<file path="config.mk">
export PLATFORM = sky130hd
export DESIGN_NAME = if_stage_flat
export DESIGN_NICKNAME = d
export VERILOG_FILES = /design/src/rtl/if_stage_if.sv /design/src/rtl/if_stage.sv /design/src/flat_wrapper.sv
export SDC_FILE = /design/constraint.sdc
export NUM_CORES = 1
export LEC_CHECK = 0
export CORE_ASPECT_RATIO = 2
export CORE_UTILIZATION = 43
export CTS_CLUSTER_SIZE = 10
export DETAILED_ROUTE_END_ITERATION = 7
export GPL_TIMING_DRIVEN = 0
export PLACE_DENSITY = 0.77
export SLEW_MARGIN = 20
export SYNTH_ARGS = -nofsm -noshare
export SYNTH_HDL_FRONTEND = slang
export SYNTH_SLANG_ARGS = --single-unit
</file>
<file path="constraint.sdc">
create_clock -name clk -period 3.11 [get_ports clk]
set_clock_uncertainty 0.15 [all_clocks]
set_input_delay 0.933 -clock clk [delete_from_list [all_inputs] [get_ports clk]]
set_output_delay 0.933 -clock clk [all_outputs]
set_load 0.01 [all_outputs]
</file>
<file path="src/rtl/if_stage_if.sv">
// ---------------------------------------------------------------------------
// if_stage_if -- fetch bus between the IF stage and icache_ctrl.
//
// Signals:
//   if_addr     word fetch address (driven by the IF stage)
//   cpu_data    instruction word returned by icache_ctrl
//   data_rdy    cpu_data is valid for if_addr this cycle
//   miss_stall  icache miss in progress
//
// Modports:
//   master  IF stage side (drives if_addr)
//   slave   icache_ctrl side (drives cpu_data, data_rdy, miss_stall)
// ---------------------------------------------------------------------------
interface if_stage_if;
    logic [29:0] if_addr;
    logic [31:0] cpu_data;
    logic        data_rdy;
    logic        miss_stall;

    modport master (
        output if_addr,
        input  cpu_data,
        input  data_rdy,
        input  miss_stall
    );

    modport slave (
        input  if_addr,
        output cpu_data,
        output data_rdy,
        output miss_stall
    );
endinterface

</file>
<file path="src/rtl/if_stage.sv">
// ---------------------------------------------------------------------------
// if_stage -- instruction fetch stage with miss/redirect FSM and a one-entry
// skid buffer in front of the IF/ID register.
//
// Ports:
//   clk      clock, all state updates on posedge
//   rst      synchronous active-high reset
//   icache   fetch bus (master): if_addr out; cpu_data/data_rdy/miss_stall in
//   stall    decode cannot accept; IF/ID outputs hold
//   flush    redirect fetch to new_pc and kill every younger instruction
//   new_pc   redirect word address, sampled when flush=1
//   if_pc    word address of the instruction in if_insn
//   if_insn  IF/ID instruction register
//   if_en    if_insn/if_pc valid
//   busy     high whenever the FSM is not in IF_RUN
// ---------------------------------------------------------------------------
module if_stage #(
    parameter logic [29:0] RESET_PC = 30'h0000_0000
) (
    input  logic         clk,
    input  logic         rst,
    if_stage_if.master   icache,
    input  logic         stall,
    input  logic         flush,
    input  logic [29:0]  new_pc,
    output logic [29:0]  if_pc,
    output logic [31:0]  if_insn,
    output logic         if_en,
    output logic         busy
);

    typedef enum logic [1:0] {
        IF_RUN        = 2'd0,
        IF_MISS       = 2'd1,
        IF_MISS_FLUSH = 2'd2
    } state_t;

    state_t      state_q;
    logic [29:0] pc_q;
    logic [29:0] pend_pc_q;
    logic [29:0] skid_pc_q;
    logic [31:0] skid_insn_q;
    logic        skid_v_q;
    logic [29:0] if_pc_q;
    logic [31:0] if_insn_q;
    logic        if_en_q;

    logic        can_take;
    logic        accept;
    logic [29:0] pc_inc;

    // A word can be taken when no redirect is pending/arriving and there is
    // somewhere to put it: either the skid is empty, or it drains this cycle.
    assign can_take = (state_q != IF_MISS_FLUSH) && !flush && (!skid_v_q || !stall);
    assign accept   = icache.data_rdy && can_take;
    assign pc_inc   = pc_q + 30'd1;

    always_ff @(posedge clk) begin
        if (rst) begin
            state_q     <= IF_RUN;
            pc_q        <= RESET_PC;
            pend_pc_q   <= 30'h0;
            skid_pc_q   <= 30'h0;
            skid_insn_q <= 32'h0;
            skid_v_q    <= 1'b0;
            if_pc_q     <= 30'h0;
            if_insn_q   <= 32'h0;
            if_en_q     <= 1'b0;
        end else begin
            // ---------------- fetch FSM / PC ----------------
            // The PC only moves on an accept or a redirect taken outside a
            // miss; during IF_MISS/IF_MISS_FLUSH icache_ctrl is still using
            // if_addr for the L2 fill, so it is held.
            case (state_q)
                IF_RUN: begin
                    if (flush) begin
                        if (icache.miss_stall) begin
                            pend_pc_q <= new_pc;
                            state_q   <= IF_MISS_FLUSH;
                        end else begin
                            pc_q <= new_pc;
                        end
                    end else if (accept) begin
                        // A word delivered for the current PC is a hit even
                        // if miss_stall is raised alongside it.
                        pc_q <= pc_inc;
                    end else if (icache.miss_stall) begin
                        state_q <= IF_MISS;
                    end
                end
                IF_MISS: begin
                    if (flush) begin
                        if (icache.data_rdy) begin
                            pc_q    <= new_pc;
                            state_q <= IF_RUN;
                        end else begin
                            pend_pc_q <= new_pc;
                            state_q   <= IF_MISS_FLUSH;
                        end
                    end else if (accept) begin
                        pc_q    <= pc_inc;
                        state_q <= IF_RUN;
                    end
                end
                IF_MISS_FLUSH: begin
                    if (icache.data_rdy) begin
                        // Fill word belongs to the dead path; resume at the
                        // newest redirect target.
                        pc_q    <= flush ? new_pc : pend_pc_q;
                        state_q <= IF_RUN;
                    end else if (flush) begin
                        pend_pc_q <= new_pc;
                    end
                end
                default: begin
                    state_q <= IF_RUN;
                end
            endcase

            // ---------------- skid buffer / IF/ID register ----------------
            if (flush) begin
                if_en_q  <= 1'b0;
                skid_v_q <= 1'b0;
            end else if (stall) begin
                if (accept) begin
                    skid_insn_q <= icache.cpu_data;
                    skid_pc_q   <= pc_q;
                    skid_v_q    <= 1'b1;
                end
            end else if (skid_v_q) begin
                // Skid drains to the outputs; a word arriving now refills it
                // so ordering is preserved.
                if_insn_q <= skid_insn_q;
                if_pc_q   <= skid_pc_q;
                if_en_q   <= 1'b1;
                skid_v_q  <= accept;
                if (accept) begin
                    skid_insn_q <= icache.cpu_data;
                    skid_pc_q   <= pc_q;
                end
            end else if (accept) begin
                if_insn_q <= icache.cpu_data;
                if_pc_q   <= pc_q;
                if_en_q   <= 1'b1;
            end else begin
                if_en_q <= 1'b0;
            end
        end
    end

    assign icache.if_addr = pc_q;
    assign if_pc          = if_pc_q;
    assign if_insn        = if_insn_q;
    assign if_en          = if_en_q;
    assign busy           = (state_q != IF_RUN);

endmodule

</file>
<file path="src/flat_wrapper.sv">
// flat-port wrapper written by rule: the top's interface ports become plain ports
module if_stage_flat 
#(
    parameter logic [29:0] RESET_PC = 30'h0000_0000
)
  (clk, rst, stall, flush, new_pc, if_pc, if_insn, if_en, busy, icache_if_addr, icache_cpu_data, icache_data_rdy, icache_miss_stall);
  if_stage_if icache_i ();
  input  logic clk;
  input  logic rst;
  input  logic stall;
  input  logic flush;
  input  logic [29:0] new_pc;
  output logic [29:0] if_pc;
  output logic [31:0] if_insn;
  output logic if_en;
  output logic busy;
  output wire logic [$bits(icache_i.if_addr)-1:0] icache_if_addr;
  input wire logic [$bits(icache_i.cpu_data)-1:0] icache_cpu_data;
  input wire logic [$bits(icache_i.data_rdy)-1:0] icache_data_rdy;
  input wire logic [$bits(icache_i.miss_stall)-1:0] icache_miss_stall;
  assign icache_if_addr = icache_i.if_addr;
  assign icache_i.cpu_data = icache_cpu_data;
  assign icache_i.data_rdy = icache_data_rdy;
  assign icache_i.miss_stall = icache_miss_stall;
  if_stage #(.RESET_PC(RESET_PC)) u_core (.clk(clk), .rst(rst), .icache(icache_i), .stall(stall), .flush(flush), .new_pc(new_pc), .if_pc(if_pc), .if_insn(if_insn), .if_en(if_en), .busy(busy));
endmodule
</file>
* Word-level counts from Yosys, hierarchy flattened
Index checks and enable logic that the tools add are counted.
Cells by class: bitwise operators 2, order comparisons 0, add/subtract/negate cells 1, shift-type cells 0, reduce and logical (&&, ||, !) cells 18, divide/modulo/power cells 0, multiplexer cells 38, multiply operators 0, eq/ne operators 14
Operators with widths (number):
- 30-bit two-way mux | 17
- 30-bit one-hot mux with 3 select lines | 2
- 32-bit two-way mux | 5
- 30-bit by 1-bit adder with 30-bit output (second input constant) | 1
- 2-bit two-way mux | 8
- 2-bit inequality test (second input constant) | 7
- 3-bit inequality test (second input constant) | 3
- 4-bit AND reduction | 2
- 2-bit one-hot mux with 3 select lines | 1
- 6-bit AND reduction | 1
- 2-bit nonzero test | 3
- 1-bit two-way mux | 5
- 1-bit logical AND | 3
- 1-bit logical NOT | 3
- 3-bit by 2-bit inequality test with 1-bit output (second input constant) | 1
- 3-bit AND reduction | 1
- 3-bit nonzero test | 1
- 2-bit by 1-bit equality test with 1-bit output (second input constant) | 1
- 2-bit equality test (second input constant) | 1
- 2-bit logical NOT | 1
- 2-bit by 1-bit inequality test with 1-bit output (second input constant) | 1
- 1-bit NOT | 2
- 2-bit AND reduction | 1
- 2-bit OR reduction | 1
- 1-bit logical OR | 1
Word-level totals: output and inout port bits 94, latch bits 0, ROM bits 0, bits in registers 188, memories 0, bits of input ports 68, memory bits (writable) 0, logic and storage cells 82

* Longest topological paths before layout
depth in word-level cells 7, gate-level depth with buffers 8, depth with buffers taken out 6

* Worst setup path after synthesis
Ideal clock, no wire load.
kind in2reg, start point input stall, end point register u_core.pc_q[13] (netlist: u_core.icache.if_addr[13]), arrival time 2433 ps, data required time 2890 ps, setup time 70 ps, buffers on the path 3, setup slack 456 ps, stages on the path 8, cell sequence clkbuf_1 -> nand3b_1 -> and4b_1 -> nor2_1 -> clkbuf_1 -> clkbuf_1 -> o21ai_0 -> a21oi_1
On the way: cells in the longest elaborated chain, start to end 7, elaborated cells on any way between the ends 8, classes of those cells 4 x mux; 4 x reduce/logical
Ends and longest elaborated chain:
- start: declaration | RTL line flat_wrapper.sv:10 | input logic stall;
- 1-bit logical NOT * | RTL line if_stage.sv:54 | assign can_take = (state_q != IF_MISS_FLUSH) && !flush && (!skid_v_q || !stall);
- 1-bit logical OR * | RTL line if_stage.sv:54
- 1-bit logical AND * | RTL line if_stage.sv:54
- 1-bit logical AND * | RTL line if_stage.sv:55 | assign accept = icache.data_rdy && can_take;
- 30-bit two-way mux *
- 30-bit two-way mux, on equally long branches
- 30-bit one-hot mux with 3 select lines *
- end signal: assignment | RTL line if_stage.sv:81 | pc_q <= new_pc;
- end signal: assignment | RTL line if_stage.sv:86 | pc_q <= pc_inc;
- end signal: assignment | RTL line if_stage.sv:94 | pc_q <= new_pc;
- end: declaration | RTL line if_stage.sv:39 | logic [29:0] pc_q;
Mark *: on every way between the ends. The rest lies on a longest branch, timed or not. A chain may end at the register's enable or synchronous reset.

* Worst setup path after layout
start point input icache_miss_stall, end point register u_core.pc_q[8] (netlist: u_core.icache.if_addr[8])
On the way: cells in the longest elaborated chain, start to end 2
Ends and longest elaborated chain:
- start: declaration | RTL line flat_wrapper.sv:20 | input wire logic [$bits(icache_i.miss_stall)-1:0] icache_miss_stall;
- 3-bit inequality test (no source line)
- 4-bit AND reduction (no source line)
Every way passes these cells.

==> metrics.yaml <==
status: "complete, no violations"
ff2ff_path_depth: 7
max_stage_delay_ns: 0.55
layout_commonest_cell: "dfxtp_1"
grt_max_degree: 17
p_per_area_nw_per_um2: 526.9
clock_latency_ns: 0.43
grt_pass1_wl_um: 40140
most-common-layout-cells: "188 x dfxtp_1, 172 x nand2_1, 157 x clkdlybuf4s50_1"
wl_um: 25640
clockBufferDepth: 2
rr_endpoint: "u_core.if_insn[26]"
dp_hpwl_um: 19900
critPathKind: "in -> reg"
dr.pass1.iters: 5
setup_ws_ns: 0.04761
clock_sinks: 188
start_kind: "primary input"
cts_buffers: 17
yosys.area.top_type_share: 0.4492
setup_tns_ns: 0
crit_top_cell: "clkbuf_1"
regToRegSetupSlack_ns: 0.25
fin_area_um2: 10870
critical-path-slowest-cell: "clkbuf_1"
drtIter0Drc: 375
cts_root_buf: "clkbuf_16"
grt_antenna_before_repair: 0
die_h_um: 199.4
cp_top_family: "buffers and inverters"
rsz0062_at_grt: "no"
netlist_area_um2: 8378
layout-drive-gt1-share: 0.03731
dieArea_um2: 20080
synth.distinct_cells: 51
critPathBufInv: 4
nNetsFinal: 1264
maxCapViolations: 0
leakage_uw: 0.003632
dp_worst_setup_slack_ns: -0.6498
critPathArrivalTime_ns: 3.26
crit_path_end_kind: "flip-flop"
setup.worst_path.start: "icache_miss_stall"
hold_viol_final: 0
avgSynthCellArea_um2: 8.214
synth_nets: 1089
drc: 0
fp.dieW_um: 100.7
path_cells: "clkdlybuf4s50_1 -> inv_1 -> a32o_1 -> or2_2 -> clkbuf_1 -> clkbuf_1 -> o21ai_0 -> a21oi_1"
synth_ff_type: "dfxtp_1"
postCtsSetupBuffers: 0
diodes: 0
min_period_over_period: 0.9847
cp-endpoint: "u_core.icache.if_addr[8]"
postCtsHoldBufs: 0
synth-seq-cells: 188
core_um2: 18920
viasPerCell: 5.463
drt-wirelength-per-cell_um: 17.55
clk_pin_slew_ns: 0.07
initial_utilization: 0.4428
hold_path_class: "reg -> reg"
synthTopCellsByArea: "dfxtp_1 45%, mux2i_1 11%, nand2_1 7.7%"
worst_pin_slew_ns: 1.044
synth_enable_flop_cells: 0
core.rowCount: 71
ys_seq_area_frac: 0.4492
finalMaxSlewViolations: 0
r2r_start: "u_core.state_q[0]"
total_power_uw: 5727
gp_congestion: 0.9272
track_usage: 0.2615
h-tree-depth: 4
ant_nets: 0
setup_viol: 0
peakVddDrop_mv: 0.3749
synthesis.instances: 1020
critical_path_depth: 8
num_vias: 7981
ioPinCount: 162
ys_warn_count: 0
fmax_mhz: 326.5
area_growth_pct: 29.72
cts_tree: "yes"
grt_pass1_vias: 8042
timing.hold.ws_ns: 0.3043
async_flop_share: 0
grt-ovfl-total: 0
cp_max_fo: 10
yosys.area.top_type: "dfxtp_1"
numPortBuffers: 157
placed_area_um2: 10270
cp.required_ns: 3.31
layout_min_cycle_time_ns: 3.062
slew_headroom: 0.2973
## logic make-up after synthesis
kind of cell,after synthesis,share of synthesized area
simple gates,382,0.1964
buf+inv,101,0.04645
fa+ha+maj,1,0.001493
flops,188,0.4492
xor+xnor,5,0.005228
mux,96,0.1153
compound gates,247,0.1859
## per-layer routing
metal	routed length [um]	global-route usage	vias up
met1	8990	0.2518	3684
met5	0	0	-
li1	-	-	3930
met2	13810	0.4987	275
met3	1198	0.03847	92
met4	1635	0.1782	0
## report_power, final
part | leakage, uW | internal, uW | switching [uW]
Sequential | 0.00153 | 2530 | 111
Combinational | 0.00182 | 402 | 478
Clock | 0.000281 | 1280 | 927
Total | 0.00363 | 4210 | 1520
## timing repair
action / CTS / global route
hold endpoints to repair: 0 / 0
setup endpoints to repair: 72 / 72
gates resized for setup: 3 / 3
pin swaps: 0 / 0
## cells in the mapped netlist, types with 9 or more instances
| library cell | count |
|---|---|
| dfxtp_1 | 188 |
| nand2_1 | 172 |
| buf_1 | 12 |
| nor4_1 | 11 |
| nand2b_1 | 9 |
| a21oi_1 | 88 |
| a211oi_1 | 72 |
| nor2_1 | 128 |
| mux2i_1 | 95 |
| clkbuf_1 | 76 |
| nand3_1 | 10 |
| nand4_1 | 10 |
| nor3_1 | 15 |
| o21ai_0 | 38 |
## flip-flops by register name (all words and copies together) (netlist names)
| register | cells |
|---|---|
| u_core.icache.if_addr | 30 |
| u_core.if_en | 1 |
| u_core.if_insn | 32 |
| u_core.if_pc | 30 |
| u_core.pend_pc_q | 30 |
| u_core.skid_insn_q | 32 |
| u_core.skid_pc_q | 30 |
| u_core.skid_v_q | 1 |
| u_core.state_q | 2 |
## worst min-delay path by stage
stage | from | to | slack, ns | cells after the start
CTS | u_core.skid_pc_q[16] | u_core.skid_pc_q[16] | 0.31 | 2
global route | u_core.skid_pc_q[7] | u_core.skid_pc_q[7] | 0.32 | 2
detailed placement | u_core.skid_pc_q[16] | u_core.skid_pc_q[16] | 0.30 | 2
finish | u_core.skid_insn_q[13] | u_core.skid_insn_q[13] | 0.30 | 2
floorplan | u_core.skid_insn_q[0] | u_core.skid_insn_q[0] | 0.29 | 2
global placement | u_core.skid_pc_q[25] | u_core.skid_pc_q[25] | 0.29 | 2
## per-stage QoR
stage / cells / util
final: 1461 / 0.5744
after global routing: 1461 / 0.5744
after global placement: 1432 / 0.5427
after detailed placement: 1432 / 0.5427
after floorplan: 1020 / -
after CTS: 1462 / 0.5742
## worst reg2reg max path, cell delays in order (launching register included)
cell	delay [ns]
dfxtp_1	0.45
nand2b_1	0.14
clkbuf_1	0.44
a21oi_1	0.21
nor3_4	0.35
clkbuf_2	0.36
buf_1	0.47
a211oi_1	0.15
## cell type report
| type | instances | area [um2] |
|---|---|---|
| Buffer | 93 | 362.8 |
| Fill cell | 1758 | 8054 |
| Inverter | 7 | 26.28 |
| Clock inverter | 11 | 145.1 |
| Clock buffer | 19 | 442.9 |
| Sequential cell | 188 | 3764 |
| Timing Repair Buffer | 157 | 1572 |
| Tap cell | 255 | 319.1 |
| Multi-Input combinational cell | 731 | 4237 |
Power figures use the tool's default switching activity.
==> variant: new RTL, config.mk and constraints unchanged <==
Reset style: asynchronous (`rst`), changed in one clocked block. Comments in the files are not updated.
--- a/src/rtl/if_stage.sv
+++ b/src/rtl/if_stage.sv
@@ -56,5 +56,5 @@
     assign pc_inc   = pc_q + 30'd1;
 
-    always_ff @(posedge clk) begin
+    always_ff @(posedge clk or posedge rst) begin
         if (rst) begin
             state_q     <= IF_RUN;
Check against the original RTL: not settled (the Yosys comparison gave no result); the edit may change what the design does.
==> variant against the unedited design <==
  * Wire length shrank 9.1%
  * Via count down 13%
  * Cell area grew 5.2%
  * Worst setup slack better by 0.053 ns
  * Sequential cell count stayed put
  * Synthesized area rose by 4.7%
  * Critical path type unchanged
Power is not compared: it rests on default switching activity, and its combinational part moved more than twofold at a synthesized area within 25%.
==> variant: results <==
[setup_path]
worstRegToRegCells = 6
rrSetupSlack_ns = 0.37
timing.rr.end = "u_core.icache.if_addr[28]"
crit_path_max_incr_delay_ns = 0.51
arrival_ns = 3.18
reg2reg_from = "u_core.icache.if_addr[1]"
slowest_stage = "buf_1"

[logic_synthesis]
synthAdderAreaFrac = 0.00143
synth_compound_area_frac = 0.123
synth_fp_nets = 888
synth_seq_area_share = 0.536
synthMuxAreaShare = 0.190
synthTopCellsByArea = "dfrtp_1, mux2_2, mux2i_1, o21ai_0, nand2_1"
synth-edff-count = 0
async_flop_share = 1.00
synth_cell_types = 54
netlist_instances = 819
synth-xor-area-share = 0.00499
synth-main-ff-cell = "dfrtp_1"
netlist_top_cells_count = "dfrtp_1, nand2_1, o21ai_0"

[clock_tree]
postCtsResizedCells = 0
root_buffer = "clkbuf_16"

[worst_hold_path]
hp-start = "u_core.if_pc[10]"

[placed_design]
post-dp-hpwl_um = 18000
dp_slack_ns = -0.389
placed_cell_area_mm2 = 0.0108
portBuffers = 161
dp_cells = 1248
routabilityCongestion = 0.920

[status]
outcome = "finished, final reports clean"

[grt]
grt_pass1_wl_um = 37000
grt_max_degree = 35
grt_pass1_vias = 7068
grt_usage = 0.237

[floorplanning]
rows = 73

[drt]
viasPerCell = 5.45
wl_um = 23300
routedWlPerCell_um = 18.2
drt_iter0_markers = 202

[finish]
n_all_buffers = 225
drive_gt1_frac = 0.158
n_all_inverters = 8
multi_input_area_mm2 = 0.00379
clock_area_frac = 0.0502
nMultiInputCombCells = 565
seq_cell_count = 188
final-nonclk-buf-share = 0.175
seq-cell-share = 0.411
fillCellCount = 1764
final.clkbuf_count = 22
finalNetCount = 1074
utilization = 0.574

[power]
power.leakage_nw = 4.72

[timing]
hold_ws_ns = 0.325
worst_pin_slew_ns = 0.961
variant: changes by cell type after synthesis, moves of 8 or more:
cell	unedited run	this run
a211oi_1	72	1
a21oi_1	88	30
buf_1	12	4
buf_2	5	24
clkbuf_1	76	27
dfrtp_1	0	188
dfxtp_1	188	0
mux2_2	0	85
mux2i_1	95	69
nand2_1	172	121
nor2_1	128	27
nor3_1	15	7
nor4_1	11	2
o21ai_0	38	116
variant: worst max path at each step:
stage,start,endpoint,slack (ns)
6_report,flush,u_core.icache.if_addr[29],0.10
4_1_cts,stall,u_core.icache.if_addr[6],0.07
5_1_grt,flush,u_core.icache.if_addr[29],0.002
3_5_place_dp,stall,u_core.icache.if_addr[6],-0.39
3_3_place_gp,rst,u_core.icache.if_addr[25],-1.86
2_1_floorplan,rst,u_core.icache.if_addr[0],-0.39
variant: layer usage:
metal	global-route usage	wire length, um	up-vias
met5	0	0	-
met1	0.245	8370	3398
met3	0.0410	981	63
li1	-	-	3282
met4	0.138	1110	0
met2	0.433	12800	229
